===== src/rtl/sqrt_start_sequencer.sv =====
// rtl/sqrt_start_sequencer.sv - debounced start key, operand latch and st strobe train for the sqrt unit
// Optional strobe-count timeout enabled by defining SQRT_SEQ_TIMEOUT_EN.
module sqrt_start_sequencer #(
  parameter logic [15:0] DEBOUNCE_CYCLES = 16'd50000,
  parameter logic [7:0]  HALF_PERIOD     = 8'd25,
  parameter logic [5:0]  MAX_STEPS       = 6'd40
) (
  input  logic       clk,
  input  logic       rstN,
  input  logic       key_n,
  input  logic [7:0] sw,
  input  logic       done_in,
  output logic [7:0] n_out,
  output logic       st_out,
  output logic       busy,
  output logic       result_valid,
  output logic [5:0] step_count,
  output logic       timeout_err
);

  typedef enum logic [2:0] {IDLE, STEP_HI, STEP_LO, DONE, WAIT_REL} state_t;

  state_t      state;
  logic [1:0]  key_sync;
  logic [7:0]  sw_s1, sw_s2;
  logic [1:0]  done_sync;
  logic [15:0] db_cnt;
  logic        db_level, db_prev;
  logic [7:0]  ph;
  logic        press;

  // Synchronizers idle at the released key level so reset never looks like a press
  always_ff @(posedge clk or negedge rstN) begin
    if (!rstN) begin
      key_sync  <= 2'b11;
      sw_s1     <= 8'd0;
      sw_s2     <= 8'd0;
      done_sync <= 2'b00;
    end else begin
      key_sync  <= {key_sync[0], key_n};
      sw_s1     <= sw;
      sw_s2     <= sw_s1;
      done_sync <= {done_sync[0], done_in};
    end
  end

  always_ff @(posedge clk or negedge rstN) begin
    if (!rstN) begin
      db_cnt   <= 16'd0;
      db_level <= 1'b1;
      db_prev  <= 1'b1;
    end else begin
      db_prev <= db_level;
      if (key_sync[1] == db_level) begin
        db_cnt <= 16'd0;
      end else if (db_cnt == DEBOUNCE_CYCLES - 16'd1) begin
        db_level <= key_sync[1];
        db_cnt   <= 16'd0;
      end else begin
        db_cnt <= db_cnt + 16'd1;
      end
    end
  end

  assign press = db_prev & ~db_level;

`ifndef SQRT_SEQ_TIMEOUT_EN
  localparam logic [5:0] unused_max_steps = MAX_STEPS;
`endif

  always_ff @(posedge clk or negedge rstN) begin
    if (!rstN) begin
      state        <= IDLE;
      ph           <= 8'd0;
      n_out        <= 8'd0;
      st_out       <= 1'b0;
      busy         <= 1'b0;
      result_valid <= 1'b0;
      step_count   <= 6'd0;
      timeout_err  <= 1'b0;
    end else begin
      case (state)
        IDLE: begin
          if (press) begin
            n_out        <= sw_s2;
            result_valid <= 1'b0;
            timeout_err  <= 1'b0;
            busy         <= 1'b1;
            step_count   <= 6'd1;
            st_out       <= 1'b1;
            ph           <= 8'd0;
            state        <= STEP_HI;
          end
        end
        STEP_HI: begin
          if (ph == HALF_PERIOD - 8'd1) begin
            st_out <= 1'b0;
            ph     <= 8'd0;
            state  <= STEP_LO;
          end else begin
            ph <= ph + 8'd1;
          end
        end
        STEP_LO: begin
          if (ph != HALF_PERIOD - 8'd1) begin
            ph <= ph + 8'd1;
          end else if (done_sync[1]) begin
            state <= DONE;
`ifdef SQRT_SEQ_TIMEOUT_EN
          end else if (step_count >= MAX_STEPS) begin
            timeout_err <= 1'b1;
            busy        <= 1'b0;
            state       <= WAIT_REL;
`endif
          end else begin
            st_out <= 1'b1;
            ph     <= 8'd0;
            if (step_count != 6'd63) step_count <= step_count + 6'd1;
            state  <= STEP_HI;
          end
        end
        DONE: begin
          result_valid <= 1'b1;
          busy         <= 1'b0;
          state        <= WAIT_REL;
        end
        WAIT_REL: begin
          // Level test: the release may already have happened during the run
          if (db_level) state <= IDLE;
        end
        default: state <= IDLE;
      endcase
    end
  end

endmodule


===== config.mk =====
export PLATFORM = sky130hd
export DESIGN_NAME = sqrt_start_sequencer
export DESIGN_NICKNAME = d
export VERILOG_FILES = /design/src/rtl/sqrt_start_sequencer.sv
export SDC_FILE = /design/constraint.sdc
export NUM_CORES = 1
export LEC_CHECK = 0
export CORE_UTILIZATION = 45
export DETAILED_ROUTE_END_ITERATION = 8
export GPL_TIMING_DRIVEN = 0
export PLACE_DENSITY = 0.73
export SYNTH_ARGS = -nofsm -noshare
export SYNTH_HDL_FRONTEND = slang
export SYNTH_SLANG_ARGS = --single-unit

===== constraint.sdc =====
create_clock -name clk -period 2.95 [get_ports clk]
set_input_delay 0.59 -clock clk [delete_from_list [all_inputs] [get_ports clk]]
set_output_delay 0.59 -clock clk [all_outputs]
set_load 0.01 [all_outputs]

Word level (Yosys, flattened, before mapping):

Index checks and enable logic that the tools add are counted.

* add/sub/neg operators: 3
* equality and inequality tests: 16
* multiplexer cells: 26
* bitwise operators: 3
* reduce and logical (&&, ||, !) cells: 11

Operators by type and width (count)
* $mux 16: 2
* $mux 8: 4
* $mux 6: 4
* $pmux 8 s3: 1
* $add 16x1->16 const B: 1
* $eq 16x16->1 const B: 1
* $pmux 3 s5: 1
* $mux 3: 4
* $ne 2x2->1 const B: 6
* $pmux 6 s2: 1
* $reduce_and 5->1: 2
* $add 8x1->8 const B: 1
* $eq 8x5->1 const B: 1
* $ne 8x5->1 const B: 1
* $add 6x1->6 const B: 1
* $eq 3x2->1 const B: 2
* $ne 6x6->1 const B: 1
* $reduce_and 2->1: 3
* $mux 1: 5
* $pmux 1 s2: 2
* $reduce_and 4->1: 1
* $reduce_bool 2->1: 2
* $eq 3x1->1 const B: 1
* $eq 3x3->1 const B: 1
* other kinds (9): 10

* register bits after elaboration: 66
* input port bits: 12
* output and inout bits: 18

Longest topological paths before layout:

Gate-level depths: netlist of run 1.

* depth after elaboration: 5
* gate-level depth with buffers: 7
* mapped depth without buffers: 7

Worst setup path before layout of run 1:

Ideal clock, no wire load.

* path type: flip-flop to flip-flop
* start point: register ph[0]
* end point: register step_count[0]
* data arrival time: 1.790 ns
* path slack: 1.035 ns
* stages on the path, launching flop included: 7
* path buffers: 0
* period minus slack after synthesis: 1.915 ns
* cells stage by stage: dfrtp_1 > inv_1 > ha_1 > or2b_2 > o41a_1 > a21oi_1 > mux2_2

* longest elaborated chain between the ends: 3

Ends and longest elaborated chain
* from (decl): line 29 `logic [7:0] ph;`
* from (signal assigned): line 101 `ph <= ph + 8'd1;`
* from (signal assigned): line 106 `ph <= ph + 8'd1;`
* $ne 8x5->1: line 105 `if (ph != HALF_PERIOD - 8'd1) begin`
* $ne 2x2->1 (no source line)
* $reduce_and 5->1 (no source line)
* to (signal assigned): line 118 `if (step_count != 6'd63) step_count <= step_count + 6'd1;`
* to (decl): line 17 `output logic [5:0] step_count,`

Every way passes these cells.
A chain may end at the register's enable or synchronous reset.

Final worst setup path of run 1:

* start point: register ph[0]
* end point: register ph[5]

* longest elaborated chain between the ends: 3
* elaborated cells on any way between the ends: 8
* classes of those cells: add/sub (1); eq/ne (3); mux (3); reduce/logical (1)

Ends and longest elaborated chain (line)
* $add 8x1->8, or another cell as far along: 101, 106
* $mux 8, or another cell as far along: 105
* $pmux 8 s3 or $reduce_and 3->1 (tied branches)

Parallel ways exist; a longest one is shown, timed or not.

==> metrics, run 1 <==
antenna violations before repair 0; Util after Layout 56.76%; area of the mapped netlist 2769 µm²; Synth warnings 0; Hold Crit Class input port to async pin; die width 80.44 µm; Leak 0.001512 µW; DRC errors left 0; die area 6471 µm²; overall routed net length 4601 µm; syn nets 274; Data required, critical path 3190 ps; first-pass GRT wire length 8128 µm; cells on worst reg2reg path 7; fill count 501; TNS Setup 0 ps; Die Height 80.44 µm; hold_buf cts 0; post-place setup slack 899.9 ps; Power Dens Cells 535.6 nW/µm²; FP Rows 28; post-synthesis sequential area ratio 59.83%; final hold viol count 0; GRT overflow 0; kind of critical path flop to flop; # resized after CTS 0; Max FO, Critical Path 8; endpoints failing setup 0; FF+latch area 1657 µm²; Placed Cells 361; Core Area 5921 µm²; most frequent cells in the layout 62 x dfrtp_1, 48 x nand2_1, 31 x nor2_1; GPL Wtd Cong 0.7380; Final Skew 4.359 ps; clock-pin slew on the worst setup and hold paths 70 ps; Least-Margin Pin Slew 790.5 ps; Port Buffers 28; flops & latches, synth 66; vias per cell 5.077; CTS buffer count 9; Crit. End Element flop; EDFF count, synth 0; Tcrit/Tclk final 71.02%; asr flop ratio synth 100.0%; R2R Path Start ph[0]$_DFFE_PN0P_; highest ir drop seen on vdd 0.3180 mV; Max Transition Viols Final 0; RSZ-0062 raised after global routing false; initial core utilization 46.77%; Vias 1914; area occupied by multi-input gates 1033 µm²; synth top area cells dfrtp_1 56%, nand2_1 6.5%, xnor2_1 4.4%, nor2_1 4.2%, dfstp_2 3.8%; Max-Cap Viols 0; Final WS setup 854.9 ps; FF-to-FF setup slack 850 ps; worst slew margin relative to its limit 47.30%; fmax 477.3 MHz; Yosys top cell by area dfrtp_1; n_diodes 0; fraction of layout cells with a size suffix above 1 10.60%; hpwl dp 3035 µm; Max clock buf depth 2; Setup Fix Bufs, Post-CTS 0; Total GRT Usage 16.90%; Root Buffer clkbuf_8; FF-to-FF End ph[5]$_DFFE_PN0P_; Initial DRC Count 99; commonest non-fill, non-tap cell in the layout dfrtp_1; CTS tree built; clk sinks 66; # H-tree levels 3; I/O pin count 30; nets@finish 313; post-route minimum period 2095 ps; final total power 1800 µW; Synth Instances 258; Synth cell types 44; DRT Pass-1 Iters 4; DR WL/cell 12.20 µm; Syn Area/Cell 10.73 µm²; CP arrival 2340 ps; Routed Antenna Nets 0; clk_lat worst skew 330 ps; run status finished, final reports clean; non-filler instance count after layout 377; vias in the first global route 1835; Area Overhead vs Synth 21.37%; Post-synth top flop dfrtp_1; Synth top area share 56.03%; largest net degree at the start of global routing 67; CP Launch Type flop
[state kept, by name, summed over array words and instances (netlist names)]
name / cells
sw_s2: 8
db_prev: 1
db_cnt: 16
state: 3
key_sync: 2
n_out: 8
ph: 8
done_sync: 2
step_count: 6
sw_s1: 8
busy: 1
result_valid: 1
st_out: 1
db_level: 1
[through the flow]
stage / cell area, µm² / hold slack, ps
2_1_floorplan: 2769 / 294.4
6_report: 3361 / 332.0
5_1_grt: 3361 / 354.0
3_5_place_dp: 3141 / 334.7
4_1_cts: 3361 / 350.6
3_3_place_gp: 3143 / 331.8
[report_power, final]
group          switching, µW  internal [µW]  total (µW)
sequential              6.05            923         929
combinational           23.9           17.2        41.1
clock                    332            498         830
total                    362           1440        1800
[metal layers]
metal	track usage, %	up-vias	wire, µm
li1	-	943	-
met1	22.01	936	2272
met2	25.68	31	2096
met3	4.432	4	168
met4	9.107	0	63
met5	0	-	0
[synthesized netlist by cell type (all sizes together), types with 3 or more instances]
| cell type | count |
|---|---|
| dfrtp | 62 |
| nand2 | 48 |
| nor2 | 31 |
| xnor2 | 14 |
| nand3 | 12 |
| o21ai | 11 |
| inv | 10 |
| nor3 | 7 |
| and3 | 6 |
| xor2 | 5 |
| dfstp | 4 |
| ha | 4 |
| nand4 | 4 |
| a21oi | 3 |
| buf | 3 |
| clkbuf | 3 |
| nor3b | 3 |
[critical path: stages, from the launching register on]
cell and delay (ps):
dfrtp_1 440, inv_1 80, ha_1 130, or2b_2 330, nor3_1 380, a32o_1 430
o21ai_0 130, o21ai_0 90
[how the worst max path moves through the flow]
stage / start / end / slack (ps) / depth (start not counted)
after floorplan: ph[0]$_DFFE_PN0P_ / step_count[0]$_DFFE_PN0P_ / 1040 / 6
after global placement: rstN / n_out[0]$_DFFE_PN0P_ / -810 / 1
after detailed placement: ph[0]$_DFFE_PN0P_ / ph[4]$_DFFE_PN0P_ / 900 / 7
after CTS: ph[0]$_DFFE_PN0P_ / ph[4]$_DFFE_PN0P_ / 900 / 7
after global routing: ph[0]$_DFFE_PN0P_ / ph[5]$_DFFE_PN0P_ / 660 / 7
final: ph[0]$_DFFE_PN0P_ / ph[5]$_DFFE_PN0P_ / 850 / 7
[kinds of logic (layout without fill, tap and decap cells)]
logic type | after synthesis | after routing | share of synthesized area, %
mux | 4 | 4 | 1.536
xor+xnor | 19 | 19 | 6.010
simple gates | 121 | 121 | 21.01
fa+ha+maj | 4 | 4 | 1.808
other cells | 1 | 1 | 0.1354
compound gates | 27 | 27 | 6.824
buf+inv | 16 | 60 | 2.847
flops | 66 | 66 | 59.83
[cell type report]
| type | count | share of cell area [%] |
|---|---|---|
| well taps | 75 | 2.792 |
| flip-flops and latches | 66 | 49.29 |
| clock inverters | 5 | 2.345 |
| inverters | 10 | 1.117 |
| clock buffers | 11 | 4.207 |
| plain buffers | 6 | 1.229 |
| repair buffers | 28 | 8.265 |
| multi-input cells | 176 | 30.75 |
Note: power is estimated with default switching activity, not from simulation.
==> run 2, diff against run 1 <==
clock period = 2 ns   (was 2.95 ns; I/O delays follow)
==> run 2 against run 1 <==
  * Sequential share of layout area shrank 0.72 points
  * Largest power group unchanged
  * Power grew 48%
  * Register-to-register slack lost 800 ps
==> metrics, run 2 (synthesis gave the netlist of run 1 again) <==
run status finished, final reports clean; Max Transition Viols Final 0 (unchanged); FF+latch area 1657 µm² (unchanged); CP Launch Type flop; fraction of layout cells with a size suffix above 1 13.20% (+2.6 points); Root Buffer clkbuf_8; DRT Pass-1 Iters 4 (unchanged); initial core utilization 46.77% (unchanged); DR WL/cell 12.54 µm (+2.7%); Max-Cap Viols 0 (unchanged); CTS buffer count 9 (unchanged); CP arrival 2160 ps (-180 ps); FF-to-FF End step_count[0]$_DFFE_PN0P_; vias per cell 5.066 (-0.21%); cells on worst reg2reg path 6 (-1); n_diodes 0 (unchanged); post-route minimum period 1943 ps (-152.6 ps); vias in the first global route 1890 (+3.0%); kind of critical path flop to flop; CP Launch Point ph[0]$_DFFE_PN0P_; Total GRT Usage 17.34% (+0.44 points); Core Area 5921 µm² (unchanged); Leak 0.001527 µW (+1.0%); Vias 1915 (+0.052%); clk sinks 66 (unchanged); CP max stage cell o41a_1; FF-to-FF setup slack 60 ps (-800 ps); highest ir drop seen on vdd 0.4737 mV (+49%); endpoints failing setup 0 (unchanged); clk_lat worst skew 330 ps (about the same); die width 80.44 µm (unchanged); I/O pin count 30 (unchanged); area occupied by multi-input gates 1072 µm² (+3.8%); fmax 514.8 MHz (+7.9%); hpwl dp 3035 µm (unchanged); Max clock buf depth 2 (unchanged); DRC errors left 0 (unchanged); overall routed net length 4740 µm (+3.0%); buffer and inverter count on the worst path 1 (unchanged); fill count 497 (-0.80%); first-pass GRT wire length 8369 µm (+3.0%); Placed Cells 361 (unchanged); Routed Antenna Nets 0 (unchanged); hold_buf cts 0 (unchanged); Initial DRC Count 97 (-2.0%); CP cell instances inv_2, ha_4, or2b_4, o41a_1, a21oi_2, mux2_2; antenna violations before repair 0 (unchanged); Reg with most FFs db_cnt; FP Rows 28 (unchanged); Least-Margin Pin Slew 790.6 ps (+0.06145 ps); fin area 3411 µm² (+1.5%); Hold Crit Class input port to async pin; die area 6471 µm² (unchanged); max reg flops 16 (unchanged); Data required, critical path 2220 ps (-970 ps); Port Buffers 28 (unchanged); GRT overflow 0 (unchanged); # H-tree levels 3 (unchanged); CP top delay family compound AO/OA/AOI/OAI gates; non-filler instance count after layout 378 (+0.27%); Crit. End Element flop; most frequent cells in the layout 62 x dfrtp_1, 48 x nand2_1, 31 x nor2_1; Tcrit/Tclk final 97.13% (+26 points); Power Dens Cells 779.6 nW/µm² (+46%); clock-pin slew on the worst setup and hold paths 70 ps (about the same); Area Overhead vs Synth 23.18%; Die Height 80.44 µm (unchanged); Max FO, Critical Path 4 (-4); RSZ-0062 raised after global routing false; CP endpoint step_count[0]$_DFFE_PN0P_; largest net degree at the start of global routing 67 (unchanged); CP peak stage delay 440 ps (about the same); R2R Path Start ph[0]$_DFFE_PN0P_; worst slew margin relative to its limit 47.29% (about the same); Critical Path Stages 6 (-1); CTS tree built; Final Skew 6.410 ps (+2.051 ps); nets@finish 314 (+0.32%); commonest non-fill, non-tap cell in the layout dfrtp_1; final hold viol count 0 (unchanged); Post-Place Cell Area 3141 µm² (unchanged); GPL Wtd Cong 0.7380 (unchanged)
[run 2: worst min-delay path by stage]
| stage | startpoint | endpoint | slack (ps) | cells after the start |
|---|---|---|---|---|
| after global routing | rstN | db_cnt[8]$_DFF_PN0_ | 230 | 1 |
| after floorplan | rstN | busy$_DFFE_PN0P_ | 100 | 0 |
| final | rstN | db_cnt[8]$_DFF_PN0_ | 140 | 1 |
| after global placement | sw_s1[4]$_DFF_PN0_ | sw_s2[4]$_DFF_PN0_ | 330 | 0 |
| after detailed placement | sw_s1[0]$_DFF_PN0_ | sw_s2[0]$_DFF_PN0_ | 330 | 0 |
| after CTS | rstN | db_cnt[15]$_DFF_PN0_ | 180 | 1 |
[run 2: worst register-to-register path, delay by kind of cell (launching register included)]
family	cells	cell delay, ps
DFF	1	390
buffers and inverters	1	70
muxes	1	350
adders and majority gates	1	110
AOI/OAI and AO/OA	2	620
and+or+nand+nor	1	290
[run 2: layer usage]
| metal | part of all wire (%) | global-route usage, % | up-vias |
|---|---|---|---|
| met5 | 0 | 0 | - |
| met4 | 1.3 | 9.107 | 0 |
| met3 | 3.6 | 4.432 | 5 |
| met2 | 47 | 26.78 | 36 |
| met1 | 48 | 22.38 | 933 |
| li1 | - | - | 941 |
[run 2: area by class of cell]
cell class,instances,area share (%)
buffer,5,1.101
clock buffer,11,4.145
clock inverter,5,2.311
inverter,10,1.101
multi-input combinational,176,31.44
sequential,66,48.57
tap,75,2.751
timing repair buffer,30,8.584
[run 2: timing repair]
| item | 4_1_cts | 5_1_grt |
|---|---|---|
| setup buffers | 2 | 0 |
| gates resized for setup | 2 | 8 |
| pin swaps | 0 | 3 |
| endpoints found under the setup margin | 7 | 21 |
[run 2: power breakdown]
part           leakage [µW]  switching (µW)  internal (µW)
clock network      0.000113             495            735
logic              0.000550            34.7           24.9
registers          0.000864            8.82           1360
total               0.00153             538           2120
[run 2: per-stage QoR]
step / setup WS [ps] / setup TNS [ps] / util [%] / hold WS (ps) / power [µW]
after floorplan: 85.16 / 0 / - / 104.4 / 1407
after global placement: -1568 / -100240 / 53.09 / 331.8 / 1458
after detailed placement: -50.14 / -154.5 / 53.04 / 334.7 / 1459
after CTS: 35.34 / 0 / 57.10 / 182.1 / 2689
after global routing: 1.394 / 0 / 57.61 / 227.8 / 2750
final: 57.44 / 0 / 57.61 / 143.2 / 2659
==> run 3, diff against run 2 <==
CAP_MARGIN = 20   (was not set)
==> results of run 3 <==
Final layout, timing and power as in run 2 (identical DEF).
